[config.mk]
export PLATFORM = sky130hd
export DESIGN_NAME = quarter_step_driver_flat
export DESIGN_NICKNAME = d
export VERILOG_FILES = /design/src/rtl/quarter_step_driver_if.sv /design/src/rtl/quarter_step_driver.sv /design/src/flat_wrapper.sv
export SDC_FILE = /design/constraint.sdc
export NUM_CORES = 1
export LEC_CHECK = 0
export CAP_MARGIN = 20
export CORE_UTILIZATION = 51
export CTS_CLUSTER_SIZE = 28
export DETAILED_ROUTE_END_ITERATION = 12
export PLACE_DENSITY_LB_ADDON = 0.12
export SYNTH_ARGS = -nofsm -noshare
export SYNTH_HDL_FRONTEND = slang
export SYNTH_SLANG_ARGS = --single-unit
[constraint.sdc]
create_clock -name clk -period 2.1 [get_ports clk]
set_input_delay 0.42 -clock clk [delete_from_list [all_inputs] [get_ports clk]]
set_output_delay 0.42 -clock clk [all_outputs]
set_load 0.02 [all_outputs]
[src/rtl/quarter_step_driver_if.sv]
// Command and status bundle between a spin requester and the
// quarter-turn stepper driver.
interface quarter_step_driver_if #(
   parameter int CNT_W = 8
);
   logic             quarter_spin_started;
   logic             dir;
   logic             abort;
   logic             quarter;
   logic [3:0]       coil;
   logic             coil_en;
   logic             step_pulse;
   logic [CNT_W-1:0] steps_done;
   logic             busy;

   modport master (
      output quarter_spin_started, dir, abort,
      input  quarter, coil, coil_en, step_pulse, steps_done, busy
   );

   modport slave (
      input  quarter_spin_started, dir, abort,
      output quarter, coil, coil_en, step_pulse, steps_done, busy
   );
endinterface

[src/rtl/quarter_step_driver.sv]
// Executes one quarter revolution of a 4-wire stepper per request,
// with two-phase-on drive and a single quarter fall per turn.
module quarter_step_driver #(
   parameter int STEP_DIV          = 100000,
   parameter int STEPS_PER_QUARTER = 50,
   parameter int DIV_W             = 17,
   parameter int CNT_W             = 8
) (
   input logic                  clk,
   input logic                  resetb,
   quarter_step_driver_if.slave bus
);

   typedef enum logic [1:0] {
      IDLE = 2'd0,
      RUN  = 2'd1,
      DONE = 2'd2
   } state_t;

   state_t           r_state;
   logic [DIV_W-1:0] r_div;
   logic [1:0]       r_phase;
   logic             r_dir;
   logic             r_quarter;
   logic [3:0]       r_coil;
   logic             r_coil_en;
   logic             r_step_pulse;
   logic [CNT_W-1:0] r_steps_done;
   logic             r_busy;

   state_t           w_state_n;
   logic [DIV_W-1:0] w_div_n;
   logic [1:0]       w_phase_n;
   logic             w_dir_n;
   logic             w_quarter_n;
   logic [3:0]       w_coil_n;
   logic             w_coil_en_n;
   logic             w_step_n;
   logic [CNT_W-1:0] w_steps_n;
   logic             w_busy_n;
   logic             w_tc;
   logic [CNT_W-1:0] w_steps_inc;

   assign w_tc        = (r_div == DIV_W'(STEP_DIV - 1));
   assign w_steps_inc = r_steps_done + CNT_W'(1);

   // Next state, next outputs, and the phase-table lookup
   always_comb begin
      w_state_n   = r_state;
      w_div_n     = r_div;
      w_phase_n   = r_phase;
      w_dir_n     = r_dir;
      w_quarter_n = r_quarter;
      w_coil_en_n = r_coil_en;
      w_step_n    = 1'b0;
      w_steps_n   = r_steps_done;
      w_busy_n    = r_busy;
      w_coil_n    = 4'b1100;
      unique case (r_state)
         IDLE: begin
            if (bus.quarter_spin_started && !bus.abort) begin
               w_state_n   = RUN;
               w_dir_n     = bus.dir;
               w_div_n     = '0;
               w_steps_n   = '0;
               w_quarter_n = 1'b1;
               w_coil_en_n = 1'b1;
               w_busy_n    = 1'b1;
            end
         end
         RUN: begin
            if (bus.abort) begin
               w_state_n   = IDLE;
               w_quarter_n = 1'b0;
               w_coil_en_n = 1'b0;
               w_busy_n    = 1'b0;
            end else if (w_tc) begin
               w_div_n   = '0;
               w_phase_n = r_dir ? r_phase + 2'd1
                                 : r_phase - 2'd1;
               w_step_n  = 1'b1;
               w_steps_n = w_steps_inc;
               if (w_steps_inc == CNT_W'(STEPS_PER_QUARTER)) begin
                  w_state_n   = DONE;
                  w_quarter_n = 1'b0;
                  w_coil_en_n = 1'b0;
               end
            end else begin
               w_div_n = r_div + DIV_W'(1);
            end
         end
         DONE: begin
            // Flag must be seen low once before another turn
            if (!bus.quarter_spin_started) begin
               w_state_n = IDLE;
               w_busy_n  = 1'b0;
            end
         end
         default: begin
            w_state_n = IDLE;
         end
      endcase
      unique case (w_phase_n)
         2'd0: w_coil_n = 4'b1100;
         2'd1: w_coil_n = 4'b0110;
         2'd2: w_coil_n = 4'b0011;
         2'd3: w_coil_n = 4'b1001;
         default: w_coil_n = 4'b1100;
      endcase
   end

   // State and registered outputs; reset dominates everything
   always_ff @(posedge clk) begin
      if (resetb) begin
         r_state      <= IDLE;
         r_div        <= '0;
         r_phase      <= 2'd0;
         r_dir        <= 1'b0;
         r_quarter    <= 1'b0;
         r_coil       <= 4'b1100;
         r_coil_en    <= 1'b0;
         r_step_pulse <= 1'b0;
         r_steps_done <= '0;
         r_busy       <= 1'b0;
      end else begin
         r_state      <= w_state_n;
         r_div        <= w_div_n;
         r_phase      <= w_phase_n;
         r_dir        <= w_dir_n;
         r_quarter    <= w_quarter_n;
         r_coil       <= w_coil_n;
         r_coil_en    <= w_coil_en_n;
         r_step_pulse <= w_step_n;
         r_steps_done <= w_steps_n;
         r_busy       <= w_busy_n;
      end
   end

   assign bus.quarter    = r_quarter;
   assign bus.coil       = r_coil;
   assign bus.coil_en    = r_coil_en;
   assign bus.step_pulse = r_step_pulse;
   assign bus.steps_done = r_steps_done;
   assign bus.busy       = r_busy;

endmodule

[src/flat_wrapper.sv]
// flat-port wrapper written by rule: the top's interface ports become plain ports
module quarter_step_driver_flat 
#(
   parameter int STEP_DIV          = 100000,
   parameter int STEPS_PER_QUARTER = 50,
   parameter int DIV_W             = 17,
   parameter int CNT_W             = 8
)
  (clk, resetb, bus_quarter_spin_started, bus_dir, bus_abort, bus_quarter, bus_coil, bus_coil_en, bus_step_pulse, bus_steps_done, bus_busy);
  quarter_step_driver_if #(.CNT_W(CNT_W)) bus_i ();
  input logic clk;
  input logic resetb;
  input wire logic [$bits(bus_i.quarter_spin_started)-1:0] bus_quarter_spin_started;
  input wire logic [$bits(bus_i.dir)-1:0] bus_dir;
  input wire logic [$bits(bus_i.abort)-1:0] bus_abort;
  output wire logic [$bits(bus_i.quarter)-1:0] bus_quarter;
  output wire logic [$bits(bus_i.coil)-1:0] bus_coil;
  output wire logic [$bits(bus_i.coil_en)-1:0] bus_coil_en;
  output wire logic [$bits(bus_i.step_pulse)-1:0] bus_step_pulse;
  output wire logic [$bits(bus_i.steps_done)-1:0] bus_steps_done;
  output wire logic [$bits(bus_i.busy)-1:0] bus_busy;
  assign bus_i.quarter_spin_started = bus_quarter_spin_started;
  assign bus_i.dir = bus_dir;
  assign bus_i.abort = bus_abort;
  assign bus_quarter = bus_i.quarter;
  assign bus_coil = bus_i.coil;
  assign bus_coil_en = bus_i.coil_en;
  assign bus_step_pulse = bus_i.step_pulse;
  assign bus_steps_done = bus_i.steps_done;
  assign bus_busy = bus_i.busy;
  quarter_step_driver #(.STEP_DIV(STEP_DIV), .STEPS_PER_QUARTER(STEPS_PER_QUARTER), .DIV_W(DIV_W), .CNT_W(CNT_W)) u_core (.clk(clk), .resetb(resetb), .bus(bus_i));
endmodule
* Word level (Yosys, flattened, before mapping) *
Cells that the tools add are included.

storage, ports and cells
  register bits = 37
  input bits = 5
  output and inout port bits = 16
  logic and storage cells = 69

operators by class
  add/sub/neg operators = 4
  equal/unequal tests = 14
  mux-type cells = 28
  bitwise operators = 1
  reduce and logical (&&, ||, !) cells = 13

operators by type and width
  kind                                                                     count
  17-bit two-way mux                                                       3
  17-bit one-hot mux with 2 select lines                                   1
  8-bit two-way mux                                                        3
  2-bit two-way mux                                                        9
  17-bit by 1-bit adder with 17-bit output, second input constant          1
  17-bit == test, second input constant                                    1
  4-bit one-hot mux with 4 select lines                                    1
  8-bit one-hot mux with 2 select lines                                    1
  4-bit AND reduction                                                      4
  8-bit by 1-bit adder with 8-bit output, second input constant            1
  8-bit by 6-bit == test with 1-bit output, second input constant          1
  1-bit two-way mux                                                        7
  2-bit == test, second input constant                                     3
  2-bit inequality test, second input constant                             3
  3-bit by 2-bit inequality test with 1-bit output, second input constant  2
  2-bit one-hot mux with 3 select lines                                    1
  2-bit by 1-bit == test with 1-bit output, second input constant          2
  2-bit logical NOT                                                        2
  2-bit by 1-bit inequality test with 1-bit output, second input constant  2
  1-bit one-hot mux with 3 select lines                                    1
  3-bit AND reduction                                                      1
  3-bit nonzero test                                                       1
  3-bit OR reduction                                                       1
  2-bit by 1-bit adder with 2-bit output, second input constant            1
  7 further kinds                                                          7

* Depth between registers and ports, before layout *
Gate-level depths: netlist of run 1.

  depth in word-level cells = 7
  gate-level depth with buffers = 10
  gate-level depth less buffers = 9

* Least setup slack after synthesis of run 1 *
No wires, ideal clock.

  path kind = register -> register
  from = register u_core.r_div[0]
  to = register u_core.r_coil[2], in the netlist u_core.bus.coil[2]
  setup time = 0.127 ns
  data arrival time = 2.031 ns
  data required time = 1.973 ns
  setup slack = -0.058 ns
  stages on the path, launching flop included = 10
  path buffers = 1
  period minus slack after synthesis = 2.158 ns
  cell sequence = dfxtp_1 ha_1 and4_1 buf_2 nand4_2 nor2_1 xnor2_1 inv_1 ha_1 or3_1

between the ends
  cells in the longest elaborated chain, start to end = 6
  elaborated cells between the ends (all ways) = 9
  those cells by class = 4 x eq/ne; 4 x mux; 1 x reduce/logical

ends and longest elaborated chain
  item                                     RTL line                    RTL
  from (decl)                              quarter_step_driver.sv:21   logic [DIV_W-1:0] r_div;
  from (signal assigned)                   quarter_step_driver.sv:127  r_div <= w_div_n;
  17-bit == test *                         quarter_step_driver.sv:44   assign w_tc = (r_div == DIV_W'(STEP_DIV - 1));
  2-bit two-way mux *                      quarter_step_driver.sv:77   end else if (w_tc) begin
  2-bit two-way mux *                      quarter_step_driver.sv:72   if (bus.abort) begin
  2-bit two-way mux *                      quarter_step_driver.sv:59   unique case (r_state)
  named net u_core.w_phase_n[0]            quarter_step_driver.sv:33   logic [1:0] w_phase_n;
  2-bit == test (tied with other cells)    quarter_step_driver.sv:103  unique case (w_phase_n)
  4-bit one-hot mux with 4 select lines *  quarter_step_driver.sv:103
  to (signal assigned)                     quarter_step_driver.sv:131  r_coil <= w_coil_n;
  to (decl)                                quarter_step_driver.sv:25   logic [3:0] r_coil;

The timed path passes the listed nets; every way through them passes the cells marked *.
A chain may end at the register's enable or synchronous reset.

* Worst setup path after layout of run 1 *
  from = register u_core.r_div[6]
  to = register u_core.r_coil[2], in the netlist u_core.bus.coil[2]

between the ends
  cells in the longest elaborated chain, start to end = 6
  elaborated cells between the ends (all ways) = 9
  those cells by class = 4 x eq/ne; 4 x mux; 1 x reduce/logical

ends and longest elaborated chain
  item                                     RTL line
  17-bit == test *                         quarter_step_driver.sv:44
  2-bit two-way mux *                      quarter_step_driver.sv:77
  2-bit two-way mux *                      quarter_step_driver.sv:72
  2-bit two-way mux *                      quarter_step_driver.sv:59
  2-bit == test (tied with other cells)    quarter_step_driver.sv:103
  4-bit one-hot mux with 4 select lines *  quarter_step_driver.sv:103

Mark *: on every way between the ends. The rest lies on a longest branch, timed or not.

==> results.cfg, run 1 <==
[synthesis]
ys_warn_count = 0
synth.most_common_cell = dfxtp_1
postSynthAreaPerCell_um2 = 8.29
ys_seq_elements = 37
synth_top_area_share_pct = 36.0
synth_cell_types = 46
synth_area_um2 = 2060
synth_nets = 264
synth_top_area_cell = dfxtp_1
netlist_top_cells_area = dfxtp_1, ha_1, a21oi_1
synth-edff-count = 0
synth_commonest_cells = dfxtp_1, nor2_1, a21oi_1
yosysSeqAreaShare_pct = 36.0
syn_inst = 248
async_reset_ff_share_pct = 0
synthFlopType = dfxtp_1

[setup_path]
required_ns = 2.28
crit_path_max_incr_delay_ns = 0.43
rrSetupSlack_ns = 0.05
cp_max_fo = 3
worstPathCellList = nor4b_4 > nand4_4 > nor2_2 > xnor2_1 > buf_4 > ha_1 > or3_1
regToRegEndpoint = u_core.bus.coil[2]$_SDFF_PP1_
crit_path_end_kind = register
path_buf_inv = 1
critPathSlowestCell = nor4b_4
crit-reg2reg-launch = u_core.r_div[6]$_SDFFE_PP0P_
critPathKind = reg2reg
path_delay_family = simple AND/OR/NAND/NOR gates
worstSetupStartpointType = register
rr_worst_depth = 7
arrival_ns = 2.23

[route]
postRouteWirelength_um = 5050
drc = 0
routed_via_density = 5.61
drt_iter0_drc = 152
num_vias = 1997
drtAntennaViolNets = 0
wire_per_inst_um = 14.2
drt_pass1_iterations = 4

[placement]
globalplace.congestion = 0.824
dpl.hpwl_um = 3650
dpl-instance-area_um2 = 2590
io_buffer_count = 20
dpl_worst_slack_ns = -0.139

[sta]
fmax_mhz = 488
tightest_slew_ns = 0.377
fin_crit_ns = 2.05
maxSlewHeadroom_pct = 74.8
fin_skew_ns = 0.00493
fin_crit_sh_pct = 97.6
setup_violations = 0
slew_violations = 0
fin_ws_ns = 0.0509
fin_setup_tns_ns = 0
finalHoldViolCount = 0

[worst_hold_path]
min_path_type = reg2reg
whs_endpoint = u_core.r_div[15]$_SDFFE_PP0P_
holdPathStages = 1
hp-start = u_core.r_div[15]$_SDFFE_PP0P_

[final_layout]
num_antenna_cells = 0
stdcell_area_um2 = 2770
drive_gt1_share_pct = 24.7
fin_util_pct = 73.4
multi_input_area_um2 = 1290
fill_cells = 271
fin_nets = 323
regArea_um2 = 744
area_growth_pct = 34.5

[global_routing]
grt_first_pass_wirelength_um = 8140
grt_pass1_vias = 1827
antenna_found_initial = 0
gr-total-overflow = 0
grt_use_total_pct = 24.9
grt_max_degree = 38

[pwr]
p_leak_nw = 1.01
power_mw = 1.74
peakVddDrop_uv = 495
p_per_area_nw_per_um2 = 630

[clock_tree]
clk_latency_ns = 0.30
cts_buffers = 5
cts-root-buf = clkbuf_8
cts_max_path_buffers = 2
cts.clk_slew.worst_paths_ns = 0.08
h-tree-depth = 2
cts_tree = built
cts.sinks = 37

[die]
dieArea_um2 = 4290
die_x_um = 65.5
io_pins = 21
fp.dieH_um = 65.5
start_util_pct = 54.5
design.core.area_um2 = 3770
rows = 22

[run]
cap_violations = 0

[outcome]
status = completed
[cells in the final DEF, fill, tap and decap left out, types with 3 or more instances in the layout]
master and n:
buf_4 43, dfxtp_1 34, nor2_1 24, a21oi_1 23, nand2_1 21, clkdlybuf4s50_1 20
nor3_1 12, nand2b_1 10, ha_1 10, o21ai_0 9, inv_1 7, nand3_1 7
a211oi_1 7, or3_1 7, a311oi_1 6, clkbuf_8 5, xnor2_1 4, clkinvlp_4 4
mux2i_1 4, nand4_1 4, or4_1 3, a31oi_1 3, or2_2 3, dfxtp_2 3
[layer usage]
layer,wire length (µm),GRT usage [%]
met5,0,0
met4,69,8.70
met3,230,5.73
met2,2490,42.4
met1,2260,30.4
[cells by family after synthesis]
| family | Yosys count | synth area share, % |
|---|---|---|
| AND/OR/NAND/NOR | 113 | 30.8 |
| AO/OA/AOI/OAI | 57 | 17.8 |
| flip-flops | 37 | 36.0 |
| buffers and inverters | 20 | 4.20 |
| adder cells (fa/ha/maj) | 11 | 6.69 |
| XOR/XNOR | 6 | 2.55 |
| multiplexers | 4 | 1.95 |
[report_power, final]
part,internal (mW),switching [mW]
clock network,0.233,0.275
registers,0.724,0.0168
logic,0.222,0.272
total,1.18,0.564
[through the flow]
| stage | instances | hold WS (ns) |
|---|---|---|
| floorplan | 248 | 0.462 |
| global route | 356 | 0.511 |
| global placement | 345 | 0.478 |
| CTS | 354 | 0.496 |
| detailed placement | 345 | 0.485 |
| finish | 356 | 0.489 |
[repair_timing]
item,in CTS,in global routing
pin swaps,1,5
resized for setup,2,14
hold endpoints to repair,0,0
setup endpoints to repair,3,17
setup buffers,1,2
hold buffers,0,0
[flip-flops by register name, summed over array words and instances, names as in the netlist, 2 cells and up]
| register | count |
|---|---|
| u_core.r_div | 17 |
| u_core.bus.steps_done | 8 |
| u_core.bus.coil | 4 |
| u_core.r_phase | 2 |
| u_core.r_state | 2 |
[area by class of cell]
class / instances / share of cell area (%)
multi-input cells: 191 / 46.8
inverters: 8 / 1.22
well taps: 48 / 2.17
flip-flops and latches: 37 / 26.9
repair buffers: 64 / 19.6
clock buffers: 5 / 2.49
clock inverters: 3 / 0.814
[how the worst max path moves through the flow]
stage                                             from                             to  slack, ns  cells after the start
final                     u_core.r_div[6]$_SDFFE_PP0P_  u_core.bus.coil[2]$_SDFF_PP1_       0.05                      7
after global placement                       bus_abort  u_core.bus.coil[3]$_SDFF_PP1_      -0.05                      8
after CTS                 u_core.r_div[0]$_SDFFE_PP0P_  u_core.r_div[15]$_SDFFE_PP0P_      0.001                      8
after global routing      u_core.r_div[6]$_SDFFE_PP0P_  u_core.bus.coil[2]$_SDFF_PP1_      -0.07                      7
after floorplan           u_core.r_div[0]$_SDFFE_PP0P_  u_core.bus.coil[2]$_SDFF_PP1_      -0.03                      9
after detailed placement                     bus_abort  u_core.bus.coil[3]$_SDFF_PP1_      -0.14                      8
(Power assumes the default switching activity.)
==> inputs of run 2 (changes only) <==
- SLEW_MARGIN: default -> 20
==> results of run 2 <==
Final layout, timing and power as in run 1 (identical DEF).
==> inputs of run 3 (changes only) <==
- GPL_ROUTABILITY_DRIVEN: default -> 0
==> results of run 3 <==
Final layout, timing and power as in run 1 (identical DEF).
==> patch, RTL diff (config.mk and constraints of run 1) <==
The 3 states of `state_t` get a one-hot encoding in 3 bits.
--- a/src/rtl/quarter_step_driver.sv
+++ b/src/rtl/quarter_step_driver.sv
@@ -12,8 +12,8 @@
 );
 
-   typedef enum logic [1:0] {
-      IDLE = 2'd0,
-      RUN  = 2'd1,
-      DONE = 2'd2
+   typedef enum logic [2:0] {
+      IDLE = 3'b001,
+      RUN  = 3'b010,
+      DONE = 3'b100
    } state_t;
 
Function: same outputs for any inputs over 10 cycles, from zero or initial values and one cycle with resetb high; not proved beyond that.
==> patch against run 1 <==
Sequential cell count grew 1; worst setup slack lost 340 ps; area after synthesis shrank 5.1%; first-iteration DRC count shrank 43%; routed wire length shrank 7.4%; via count shrank 5.4%; the flow now finishes with violations (setup timing); design area shrank 1.4%; clock skew grew 0.96 ps; core utilization grew 1.1 points; non-clock buffer count shrank 3; critical endpoint unchanged.
Power is not compared: it rests on default switching activity, and its combinational part moved more than twofold at a synthesized area within 25%.
==> patch: results <==
metrics = {
    "global_route": {
        "grt_pass1_wl_um": 7900,
        "antenna_found_initial": 0,
        "grt_start_max_net_pins": 22,
        "grt_usage_pct": 25.2,
        "grt_pass1_vias": 1762,
    },
    "place": {
        "place_inst": 337,
        "place.gp.congestion": 0.885,
        "post-dp-hpwl_um": 3310,
        "post-place-ws_ps": -324,
        "port_buffers": 20,
        "postPlaceCellArea_um2": 2510,
    },
    "timing": {
        "tightest_slew_ps": 410,
        "setup_viol": 5,
        "setup_tns_ps": -821,
        "setup_ws_ps": -288,
        "fin_hold_ws_ps": 490,
        "fin_skew_ps": 5.89,
    },
    "drt": {
        "wl_per_cell_um": 13.5,
        "postRouteWirelength_um": 4670,
        "dr.pass1.iters": 4,
        "drtIter0Drc": 87,
        "via_per_inst": 5.48,
    },
    "cts": {
        "htree_num_levels": 2,
        "root_buffer": "clkbuf_8",
        "clkLatencyLatePin_ps": 290,
        "cts_buffers": 5,
    },
    "critical_path": {
        "path_max_fanout": 4,
        "cp.arrival_ps": 2560,
        "cp_slowest_cell": "or4b_4",
        "critical_path.max_stage_delay_ps": 530,
        "rr_endpoint": "u_core.bus.coil[2]",
        "critPathLaunch": "u_core.r_div[8]",
    },
    "logic_synthesis": {
        "ys_warn_count": 0,
        "synth.yosys.seq_area_share_pct": 39.0,
        "synth.avg_cell_area_um2": 8.31,
        "yosys-top-cells-area": "dfxtp_1 39%, xnor2_1 5.8%, nor2_1 5.8%, ha_1 4.5%, nand2_1 4.0%",
        "synth_flop_cell": "dfxtp_1",
        "synthTopCellsByCount": "38 x dfxtp_1, 30 x nor2_1, 21 x nand2_1",
        "yosys.cell_types.count": 47,
        "ys_async_sr_fraction_pct": 0,
        "syn_nets": 247,
    },
    "worst_hold_path": {
        "min-delay-start": "u_core.r_dir",
        "hold_class": "flip-flop to flip-flop",
        "hold_path_end": "u_core.r_dir",
        "whs_path_depth": 2,
    },
    "status": {
        "violations": "setup timing",
        "status": "finished, violations left",
    },
    "finish": {
        "layout.area.seq_um2": 762,
        "drive_above_1_share_pct": 24.6,
        "nNetsFinal": 309,
        "largest_register_ffs": 17,
        "fillCellCount": 284,
    },
    "power": {
        "ir_worst_vdd_v": 0.000317,
    },
}
[patch: changes by cell type after synthesis, sizes merged, moves of 5 or more]
cell / change
nand2b: -6
a311oi: -6
inv: +7
a21oi: -14
nor3: -7
o211ai: +5
xnor2: +8
nand3: +5
[patch: layout make-up]
cell class                      instances  area share (%)
Clock inverter                          1            1.10
Inverter                               14            1.93
Clock buffer                            6            3.03
Timing Repair Buffer                   61            19.1
Multi-Input combinational cell        177            44.8
Tap cell                               48            2.20
Sequential cell                        38            27.9
[patch: kinds of logic (layout without fill, tap and decap cells)]
logic type | count (synthesis) | count (layout) | synth area share [%]
buffers and inverters | 20 | 82 | 4.17
flip-flops | 38 | 38 | 39.0
XOR/XNOR | 17 | 17 | 7.63
adder cells (fa/ha/maj) | 7 | 7 | 4.49
AO/OA/AOI/OAI | 41 | 41 | 13.5
AND/OR/NAND/NOR | 112 | 112 | 31.2
[patch: power breakdown]
group | internal, mW | switching (mW)
Clock | 0.380 | 0.249
Combinational | 0.0503 | 0.0557
Sequential | 0.728 | 0.00856
Total | 1.16 | 0.313
[patch: repair_timing]
item,4_1_cts,5_1_grt
cloned,0,0
resized for setup,6,14
setup buffers,1,1
pin swaps,8,4
setup endpoints to repair,12,13
[patch: routing by layer]
metal | routed length (µm) | up-vias | share of wire (%) | track usage [%]
li1 | - | 965 | - | -
met1 | 2200 | 863 | 47 | 32.5
met2 | 2190 | 50 | 47 | 39.9
met3 | 154 | 11 | 3.3 | 5.36
met4 | 128 | 0 | 2.7 | 11.9
met5 | 0 | - | 0 | 0
[patch: worst min-delay path, delay by kind of cell (launching register included)]
family,cells,cell delay (ps)
flip-flops,1,330
AO/OA/AOI/OAI,1,50
AND/OR/NAND/NOR,1,60
